File: src/rtl/ascon_aead_sequencer_if.sv
// Stream-side bus of the ASCON AEAD sequencer.
// Carries the command handshake, the AD/message beat handshake, the output
// block pulse, the tag pulse and the status flags.
//   master : system bus / DMA front end (drives cmd_* and in_*)
//   slave  : ascon_aead_sequencer (drives cmd_ready, in_ready, out_*, tag*, busy, err)
interface ascon_aead_sequencer_if;
  localparam int unsigned KEY_W = 128;
  localparam int unsigned BLK_W = 64;
  localparam int unsigned LEN_W = 4;

  // command channel
  logic             cmd_valid;
  logic             cmd_ready;
  logic             cmd_encrypt;
  logic             cmd_has_ad;
  logic [KEY_W-1:0] cmd_key;
  logic [KEY_W-1:0] cmd_nonce;

  // data beat channel (byte 0 in the most significant byte)
  logic             in_valid;
  logic             in_ready;
  logic [BLK_W-1:0] in_data;
  logic [LEN_W-1:0] in_len;
  logic             in_last;

  // result pulses and status
  logic             out_valid;
  logic [BLK_W-1:0] out_data;
  logic [LEN_W-1:0] out_len;
  logic             tag_valid;
  logic [KEY_W-1:0] tag;
  logic             busy;
  logic             err;

  modport master (
    output cmd_valid, cmd_encrypt, cmd_has_ad, cmd_key, cmd_nonce,
    output in_valid, in_data, in_len, in_last,
    input  cmd_ready, in_ready,
    input  out_valid, out_data, out_len, tag_valid, tag, busy, err
  );

  modport slave (
    input  cmd_valid, cmd_encrypt, cmd_has_ad, cmd_key, cmd_nonce,
    input  in_valid, in_data, in_len, in_last,
    output cmd_ready, in_ready,
    output out_valid, out_data, out_len, tag_valid, tag, busy, err
  );
endinterface

File: src/rtl/ascon_aead_sequencer.sv
// Sequences one ASCON_AEAD core through a full AEAD operation: command
// accept, initialization, AD blocks (with the extra padding block when the
// last AD block is full), message blocks and finalization. All cycle
// counting for the core lives here.
// Ports:
//   clk, nRST         clock, synchronous active-low reset
//   bus (slave)       command / beat / result / status stream side
//   core_start        high for the A initialization cycles
//   core_mode         {has_ad, encrypt} captured at command accept
//   core_key/nonce    captured at command accept
//   core_blockin      registered beat data
//   core_datalen      registered beat length, 0 during padding blocks
//   core_Tag, core_CTblock, core_CTv, core_Tv   results from the core
module ascon_aead_sequencer #(
  parameter int unsigned A = 12,
  parameter int unsigned B = 6
) (
  input  logic                  clk,
  input  logic                  nRST,
  ascon_aead_sequencer_if.slave bus,
  output logic                  core_start,
  output logic [1:0]            core_mode,
  output logic [127:0]          core_key,
  output logic [127:0]          core_nonce,
  output logic [63:0]           core_blockin,
  output logic [3:0]            core_datalen,
  input  logic [127:0]          core_Tag,
  input  logic [63:0]           core_CTblock,
  input  logic                  core_CTv,
  input  logic                  core_Tv
);

  localparam int unsigned BLK_W   = 64;
  localparam int unsigned LEN_W   = 4;
  localparam int unsigned CNT_MAX = (A > B) ? A : B;
  localparam int unsigned CNT_W   = (CNT_MAX > 1) ? $clog2(CNT_MAX) : 1;
  localparam int unsigned FULL    = 8;

  typedef enum logic [3:0] {
    IDLE     = 4'd0,
    INIT     = 4'd1,
    AD_WAIT  = 4'd2,
    AD_PERM  = 4'd3,
    AD_PAD   = 4'd4,
    MSG_WAIT = 4'd5,
    MSG_PERM = 4'd6,
    FINAL    = 4'd7,
    DONE     = 4'd8
  } state_t;

  state_t           state;
  state_t           state_nxt;
  logic [CNT_W-1:0] cnt;
  logic             last_q;

  logic cmd_fire;
  logic in_fire;
  logic beat_bad;
  logic beat_ok;
  logic cnt_a_done;
  logic cnt_b_done;
  logic len_full;

  // Keep bytes 0..len-1 (byte 0 is the MSB); len >= 8 keeps everything.
  function automatic logic [BLK_W-1:0] byte_mask(input logic [LEN_W-1:0] len);
    if (len >= LEN_W'(FULL)) begin
      byte_mask = '1;
    end else begin
      byte_mask = ~({BLK_W{1'b1}} >> {len, 3'b000});
    end
  endfunction

  // Handshake qualification and phase-counter terminal counts.
  always_comb begin
    cmd_fire   = bus.cmd_valid && bus.cmd_ready && (state == IDLE);
    in_fire    = bus.in_valid && bus.in_ready &&
                 ((state == AD_WAIT) || (state == MSG_WAIT));
    // Zero-length beats are only legal as the final message beat.
    beat_bad   = in_fire &&
                 ((bus.in_len > LEN_W'(FULL)) ||
                  ((bus.in_len == '0) && ((state == AD_WAIT) || !bus.in_last)));
    beat_ok    = in_fire && !beat_bad;
    cnt_a_done = (cnt == CNT_W'(A - 1));
    cnt_b_done = (cnt == CNT_W'(B - 1));
    len_full   = (core_datalen == LEN_W'(FULL));
  end

  // Next-state decode.
  always_comb begin
    state_nxt = state;
    case (state)
      IDLE: begin
        if (cmd_fire) state_nxt = INIT;
      end
      INIT: begin
        if (cnt_a_done) state_nxt = core_mode[1] ? AD_WAIT : MSG_WAIT;
      end
      AD_WAIT: begin
        if (beat_ok) state_nxt = AD_PERM;
      end
      AD_PERM: begin
        if (cnt_b_done) begin
          if (!last_q)       state_nxt = AD_WAIT;
          else if (len_full) state_nxt = AD_PAD;
          else               state_nxt = MSG_WAIT;
        end
      end
      AD_PAD: begin
        if (cnt_b_done) state_nxt = MSG_WAIT;
      end
      MSG_WAIT: begin
        if (beat_ok) state_nxt = MSG_PERM;
      end
      MSG_PERM: begin
        // A short final block needs no permutation before finalization.
        if (last_q && !len_full && (cnt == '0)) state_nxt = FINAL;
        else if (cnt_b_done)                    state_nxt = last_q ? FINAL : MSG_WAIT;
      end
      FINAL: begin
        if (cnt_a_done) state_nxt = DONE;
      end
      DONE: begin
        state_nxt = IDLE;
      end
      default: begin
        state_nxt = IDLE;
      end
    endcase
  end

  // State, phase counter and every registered output.
  always_ff @(posedge clk) begin
    if (!nRST) begin
      state         <= IDLE;
      cnt           <= '0;
      last_q        <= 1'b0;
      core_start    <= 1'b0;
      core_mode     <= '0;
      core_key      <= '0;
      core_nonce    <= '0;
      core_blockin  <= '0;
      core_datalen  <= '0;
      bus.cmd_ready <= 1'b0;
      bus.in_ready  <= 1'b0;
      bus.out_valid <= 1'b0;
      bus.out_data  <= '0;
      bus.out_len   <= '0;
      bus.tag_valid <= 1'b0;
      bus.tag       <= '0;
      bus.busy      <= 1'b0;
      bus.err       <= 1'b0;
    end else begin
      state         <= state_nxt;
      // Counter restarts on every state change, so each phase counts from 0.
      cnt           <= (state_nxt != state) ? '0 : cnt + CNT_W'(1);
      bus.cmd_ready <= (state_nxt == IDLE);
      bus.in_ready  <= (state_nxt == AD_WAIT) || (state_nxt == MSG_WAIT);
      bus.busy      <= (state_nxt != IDLE);
      bus.out_valid <= 1'b0;
      bus.tag_valid <= 1'b0;

      case (state)
        IDLE: begin
          if (cmd_fire) begin
            core_key   <= bus.cmd_key;
            core_nonce <= bus.cmd_nonce;
            core_mode  <= {bus.cmd_has_ad, bus.cmd_encrypt};
            core_start <= 1'b1;
            bus.err    <= 1'b0;
            bus.tag    <= '0;
          end
        end
        INIT: begin
          if (cnt_a_done) core_start <= 1'b0;
        end
        AD_WAIT, MSG_WAIT: begin
          if (beat_ok) begin
            core_blockin <= bus.in_data;
            core_datalen <= bus.in_len;
            last_q       <= bus.in_last;
          end
          if (beat_bad) bus.err <= 1'b1;
        end
        AD_PERM: begin
          // A full last AD block is followed by an empty padding block.
          if (cnt_b_done && last_q && len_full) core_datalen <= '0;
        end
        MSG_PERM: begin
          if (cnt == '0) begin
            bus.out_data  <= core_CTblock & byte_mask(core_datalen);
            bus.out_len   <= core_datalen;
            bus.out_valid <= 1'b1;
            if (!core_CTv) bus.err <= 1'b1;
          end
          if (cnt_b_done && last_q && len_full) core_datalen <= '0;
        end
        FINAL: begin
          if (cnt_a_done) begin
            bus.tag       <= core_Tag;
            bus.tag_valid <= 1'b1;
            if (!core_Tv) bus.err <= 1'b1;
          end
        end
        default: begin
        end
      endcase
    end
  end

endmodule
File: src/flat_wrapper.sv
// flat-port wrapper written by rule: the top's interface ports become plain ports
module ascon_aead_sequencer_flat 
#(
  parameter int unsigned A = 12,
  parameter int unsigned B = 6
)
  (clk, nRST, core_start, core_mode, core_key, core_nonce, core_blockin, core_datalen, core_Tag, core_CTblock, core_CTv, core_Tv, bus_cmd_valid, bus_cmd_encrypt, bus_cmd_has_ad, bus_cmd_key, bus_cmd_nonce, bus_in_valid, bus_in_data, bus_in_len, bus_in_last, bus_cmd_ready, bus_in_ready, bus_out_valid, bus_out_data, bus_out_len, bus_tag_valid, bus_tag, bus_busy, bus_err);
  ascon_aead_sequencer_if bus_i ();
  input  logic clk;
  input  logic nRST;
  output logic core_start;
  output logic [1:0] core_mode;
  output logic [127:0] core_key;
  output logic [127:0] core_nonce;
  output logic [63:0] core_blockin;
  output logic [3:0] core_datalen;
  input  logic [127:0] core_Tag;
  input  logic [63:0] core_CTblock;
  input  logic core_CTv;
  input  logic core_Tv;
  input wire logic [$bits(bus_i.cmd_valid)-1:0] bus_cmd_valid;
  input wire logic [$bits(bus_i.cmd_encrypt)-1:0] bus_cmd_encrypt;
  input wire logic [$bits(bus_i.cmd_has_ad)-1:0] bus_cmd_has_ad;
  input wire logic [$bits(bus_i.cmd_key)-1:0] bus_cmd_key;
  input wire logic [$bits(bus_i.cmd_nonce)-1:0] bus_cmd_nonce;
  input wire logic [$bits(bus_i.in_valid)-1:0] bus_in_valid;
  input wire logic [$bits(bus_i.in_data)-1:0] bus_in_data;
  input wire logic [$bits(bus_i.in_len)-1:0] bus_in_len;
  input wire logic [$bits(bus_i.in_last)-1:0] bus_in_last;
  output wire logic [$bits(bus_i.cmd_ready)-1:0] bus_cmd_ready;
  output wire logic [$bits(bus_i.in_ready)-1:0] bus_in_ready;
  output wire logic [$bits(bus_i.out_valid)-1:0] bus_out_valid;
  output wire logic [$bits(bus_i.out_data)-1:0] bus_out_data;
  output wire logic [$bits(bus_i.out_len)-1:0] bus_out_len;
  output wire logic [$bits(bus_i.tag_valid)-1:0] bus_tag_valid;
  output wire logic [$bits(bus_i.tag)-1:0] bus_tag;
  output wire logic [$bits(bus_i.busy)-1:0] bus_busy;
  output wire logic [$bits(bus_i.err)-1:0] bus_err;
  assign bus_i.cmd_valid = bus_cmd_valid;
  assign bus_i.cmd_encrypt = bus_cmd_encrypt;
  assign bus_i.cmd_has_ad = bus_cmd_has_ad;
  assign bus_i.cmd_key = bus_cmd_key;
  assign bus_i.cmd_nonce = bus_cmd_nonce;
  assign bus_i.in_valid = bus_in_valid;
  assign bus_i.in_data = bus_in_data;
  assign bus_i.in_len = bus_in_len;
  assign bus_i.in_last = bus_in_last;
  assign bus_cmd_ready = bus_i.cmd_ready;
  assign bus_in_ready = bus_i.in_ready;
  assign bus_out_valid = bus_i.out_valid;
  assign bus_out_data = bus_i.out_data;
  assign bus_out_len = bus_i.out_len;
  assign bus_tag_valid = bus_i.tag_valid;
  assign bus_tag = bus_i.tag;
  assign bus_busy = bus_i.busy;
  assign bus_err = bus_i.err;
  ascon_aead_sequencer #(.A(A), .B(B)) u_core (.clk(clk), .nRST(nRST), .bus(bus_i), .core_start(core_start), .core_mode(core_mode), .core_key(core_key), .core_nonce(core_nonce), .core_blockin(core_blockin), .core_datalen(core_datalen), .core_Tag(core_Tag), .core_CTblock(core_CTblock), .core_CTv(core_CTv), .core_Tv(core_Tv));
endmodule
File: config.mk
export PLATFORM = sky130hd
export DESIGN_NAME = ascon_aead_sequencer_flat
export DESIGN_NICKNAME = d
export VERILOG_FILES = /design/src/rtl/ascon_aead_sequencer_if.sv /design/src/rtl/ascon_aead_sequencer.sv /design/src/flat_wrapper.sv
export SDC_FILE = /design/constraint.sdc
export NUM_CORES = 1
export LEC_CHECK = 0
export CAP_MARGIN = 10
export CORE_AREA = 2 2 412 414
export DETAILED_ROUTE_END_ITERATION = 10
export DIE_AREA = 0 0 414 416
export MAX_ROUTING_LAYER = met4
export PLACE_DENSITY = 0.36
export SYNTH_ARGS = -nofsm -noshare
export SYNTH_HDL_FRONTEND = slang
export SYNTH_SLANG_ARGS = --single-unit
File: constraint.sdc
create_clock -name clk -period 2.6 [get_ports clk]
set_input_delay 0.65 -clock clk [delete_from_list [all_inputs] [get_ports clk]]
set_output_delay 0.65 -clock clk [all_outputs]
set_load 0.1 [all_outputs]
==> flow_metrics.env <==
export IMPL_area_delta_synth_final_pct=79.5
export IMPL_cts_sinks=538
export IMPL_routabilityCongestion=0.876
export IMPL_power_density_nw_per_um2=668
export IMPL_final_core_util=0.203
export IMPL_io_pins=1054
export IMPL_avgSynthCellArea_sq_um=8.20
export IMPL_overflow=0
export IMPL_synth_fp_nets=2846
export IMPL_wl_per_cell_microns=20.1
export IMPL_portBuffers=1053
export IMPL_met1_usage=0.147
export IMPL_cts_resized=0
export IMPL_reg2reg_depth=8
export IMPL_required_ps=3180
export IMPL_leakage_nw=12.8
export IMPL_cts_setup_buffers=0
export IMPL_grt_pass1_wl_mm=157
export IMPL_fp_row_count=151
export IMPL_crit_slowest_cell="dfxtp_1"
export IMPL_yosysSeqAreaShare=0.567
export IMPL_fin_nets=3910
export IMPL_slew_headroom=0.565
export IMPL_min_path_cells=2
export IMPL_drt_total_wl_mm=114
export IMPL_hp_class="reg -> reg"
export IMPL_fp_dieH_microns=416
export IMPL_vias=20200
export IMPL_hold_viol=0
export IMPL_drive_gt1_frac=0.231
export IMPL_synth_cell_types=56
export IMPL_ir_worst_vdd_uv=432
export IMPL_rsz0062_at_grt="no"
export IMPL_power_total_w=0.0228
export IMPL_syn_area_sq_um=19000
export IMPL_hold_slack_ps=449
export IMPL_ant_nets=0
export IMPL_cts_made_buffers=74
export IMPL_gr_usage_all_layers=0.130
export IMPL_cts_tree="built"
export IMPL_critPathArrivalTime_ps=2880
export IMPL_start_util=0.113
export IMPL_status="completed"
export IMPL_skew_ps=23.8
export IMPL_grt_pass1_vias=19900
export IMPL_hold_buffers=0
export IMPL_synthFlopType="dfxtp_1"
export IMPL_critPathCaptureType="register"
export IMPL_clockRootBuffer="clkbuf_16"
export IMPL_dpl_hpwl_mm=90.3
export IMPL_yosys_warnings=0
export IMPL_cap_violations=0
export IMPL_post_route_period_util=0.883
export IMPL_grt_max_degree=68
export IMPL_crit_fanout=5
export IMPL_firstDrtPassIters=5
export IMPL_cts_path_max_buffers=3
export IMPL_tightest_slew_ps=653
export IMPL_cts_clk_slew_worst_paths_ps=50
export IMPL_core_region_area_sq_um=168000
export IMPL_startpoint_type="register"
export IMPL_fill_cells=18900
export IMPL_timing_final_crit_period_ps=2300
export IMPL_worstSkewPairLatency_ps=670
export IMPL_fmax_ghz=0.436
export IMPL_drt_iter0_drc=1105
export IMPL_viasPerCell=3.56
export IMPL_async_reset_ff_frac=0
export IMPL_crit_type="reg -> reg"
export IMPL_path_cells="ha_1 -> and3b_1 -> buf_4 -> a22o_1 -> a211o_1 -> o221a_2 -> or3_1 -> mux2i_1"
export IMPL_busiest_layer="met2"
export IMPL_antenna_found_initial=29
export IMPL_syn_inst=2318
export IMPL_max_stage_delay_ps=340
export IMPL_die_area_sq_um=172000
export IMPL_synth_seq_cells=538
export IMPL_setup_violations=0
export IMPL_drv_slew=0
export IMPL_synth_enable_flop_cells=0
export IMPL_met3_usage=0.0401
export IMPL_drc=0
export IMPL_htreeDepth=3
export IMPL_die_x_microns=414
export IMPL_grt_use_met2=0.228
## cell families (layout without fill, tap and decap cells)
family / Yosys count / in the layout / synth area share
fa+ha+maj: 3 / 3 / 0.00198
mux: 1 / 1 / 0.000527
other cells: 0 / 27 / 0
flops: 538 / 538 / 0.567
buf+inv: 195 / 1308 / 0.0443
compound gates: 568 / 568 / 0.167
xor+xnor: 3 / 3 / 0.00138
simple gates: 1010 / 1010 / 0.218
## layer usage
metal | wire length, microns | vias up
li1 | - | 9908
met1 | 46400 | 9607
met2 | 58500 | 585
met3 | 7300 | 115
met4 | 1750 | 0
met5 | 0 | -
## synth_stat cells, types with 3 or more instances
library cell / n / area (sq um)
buf_2: 55 / 275
nor2_1: 19 / 71.3
buf_6: 4 / 45.0
buf_4: 3 / 22.5
dfxtp_1: 538 / 10800
ha_1: 3 / 37.5
nand3b_1: 4 / 30.0
a22o_1: 49 / 429
nand2_1: 798 / 3000
nand2_2: 10 / 62.6
a31oi_1: 3 / 18.8
a21oi_2: 10 / 87.6
o21ai_0: 8 / 40.0
inv_1: 9 / 33.8
clkbuf_1: 119 / 447
a21oi_1: 472 / 2360
or3_1: 5 / 31.3
buf_1: 4 / 15.0
and3b_1: 4 / 35.0
nand3_1: 143 / 716
nor3_1: 6 / 30.0
o2111a_1: 4 / 45.0
a22oi_1: 8 / 60.1
## flip-flops by register name (all words and copies together) (netlist names)
signal and cells:
u_core.bus.busy 1, u_core.bus.out_len 4, u_core.bus.err 1, u_core.core_blockin 64
u_core.core_start 1, u_core.core_datalen 4, u_core.bus.tag 128, u_core.bus.cmd_ready 1
u_core.bus.tag_valid 1, u_core.bus.out_valid 1, u_core.bus.in_ready 1, u_core.cnt 4
u_core.bus.out_data 64, u_core.state 4, u_core.core_mode 2, u_core.core_key 128
u_core.core_nonce 128, u_core.last_q 1
## final timing paths
path                            from             endpoint  slack [ps]
hold / removal    u_core.bus.tag[22]   u_core.bus.tag[22]         450
hold reg to reg   u_core.bus.tag[22]   u_core.bus.tag[22]         450
setup reg to reg       u_core.cnt[0]  u_core.bus.in_ready         300
setup / recovery       u_core.cnt[0]  u_core.bus.in_ready         300
## per-stage QoR
stage          instances  instance area, sq um  setup WS [ps]  setup TNS [ps]
5_1_grt             5673                 34100            196               0
6_report            5676                 34100            305               0
3_5_place_dp        5524                 31700           -175           -8030
4_1_cts             5649                 34100            275               0
3_3_place_gp        5524                 31700           -137           -6100
2_1_floorplan       2318                 19000           60.3               0
## critical path: cells and delay by family, from the launching register on
family                     cells  cell delay, ps
AOI/OAI and AO/OA              3             730
and+or+nand+nor                2             600
DFF                            1             340
adders and majority gates      1             260
buffers and inverters          1             180
muxes                          1             120
## where the power goes
group | internal [W] | switching (W)
logic | 0.00130 | 0.00261
registers | 0.00847 | 0.000151
clock network | 0.00613 | 0.00414
## cell type report
class / count / area (sq um) / area share
Tap cell: 2218 / 2780 / 0.0813
Sequential cell: 538 / 10800 / 0.316
Antenna cell: 27 / 67.6 / 0.00198
Clock buffer: 109 / 2200 / 0.0644
Clock inverter: 16 / 199 / 0.00583
Inverter: 10 / 45.0 / 0.00132
Multi-Input combinational cell: 1585 / 7450 / 0.218
Timing Repair Buffer: 1173 / 10600 / 0.311
## layout by cell type, fill, tap and decap left out, drive strengths merged, types with 14 or more instances in the layout
cell / count
nor2: 19
nand2: 808
clkdlybuf4s50: 524
dfxtp: 538
a21oi: 482
a22o: 49
diode: 27
buf: 649
inv: 14
nand3: 143
clkbuf: 109
Note: power is estimated with default switching activity, not from simulation.
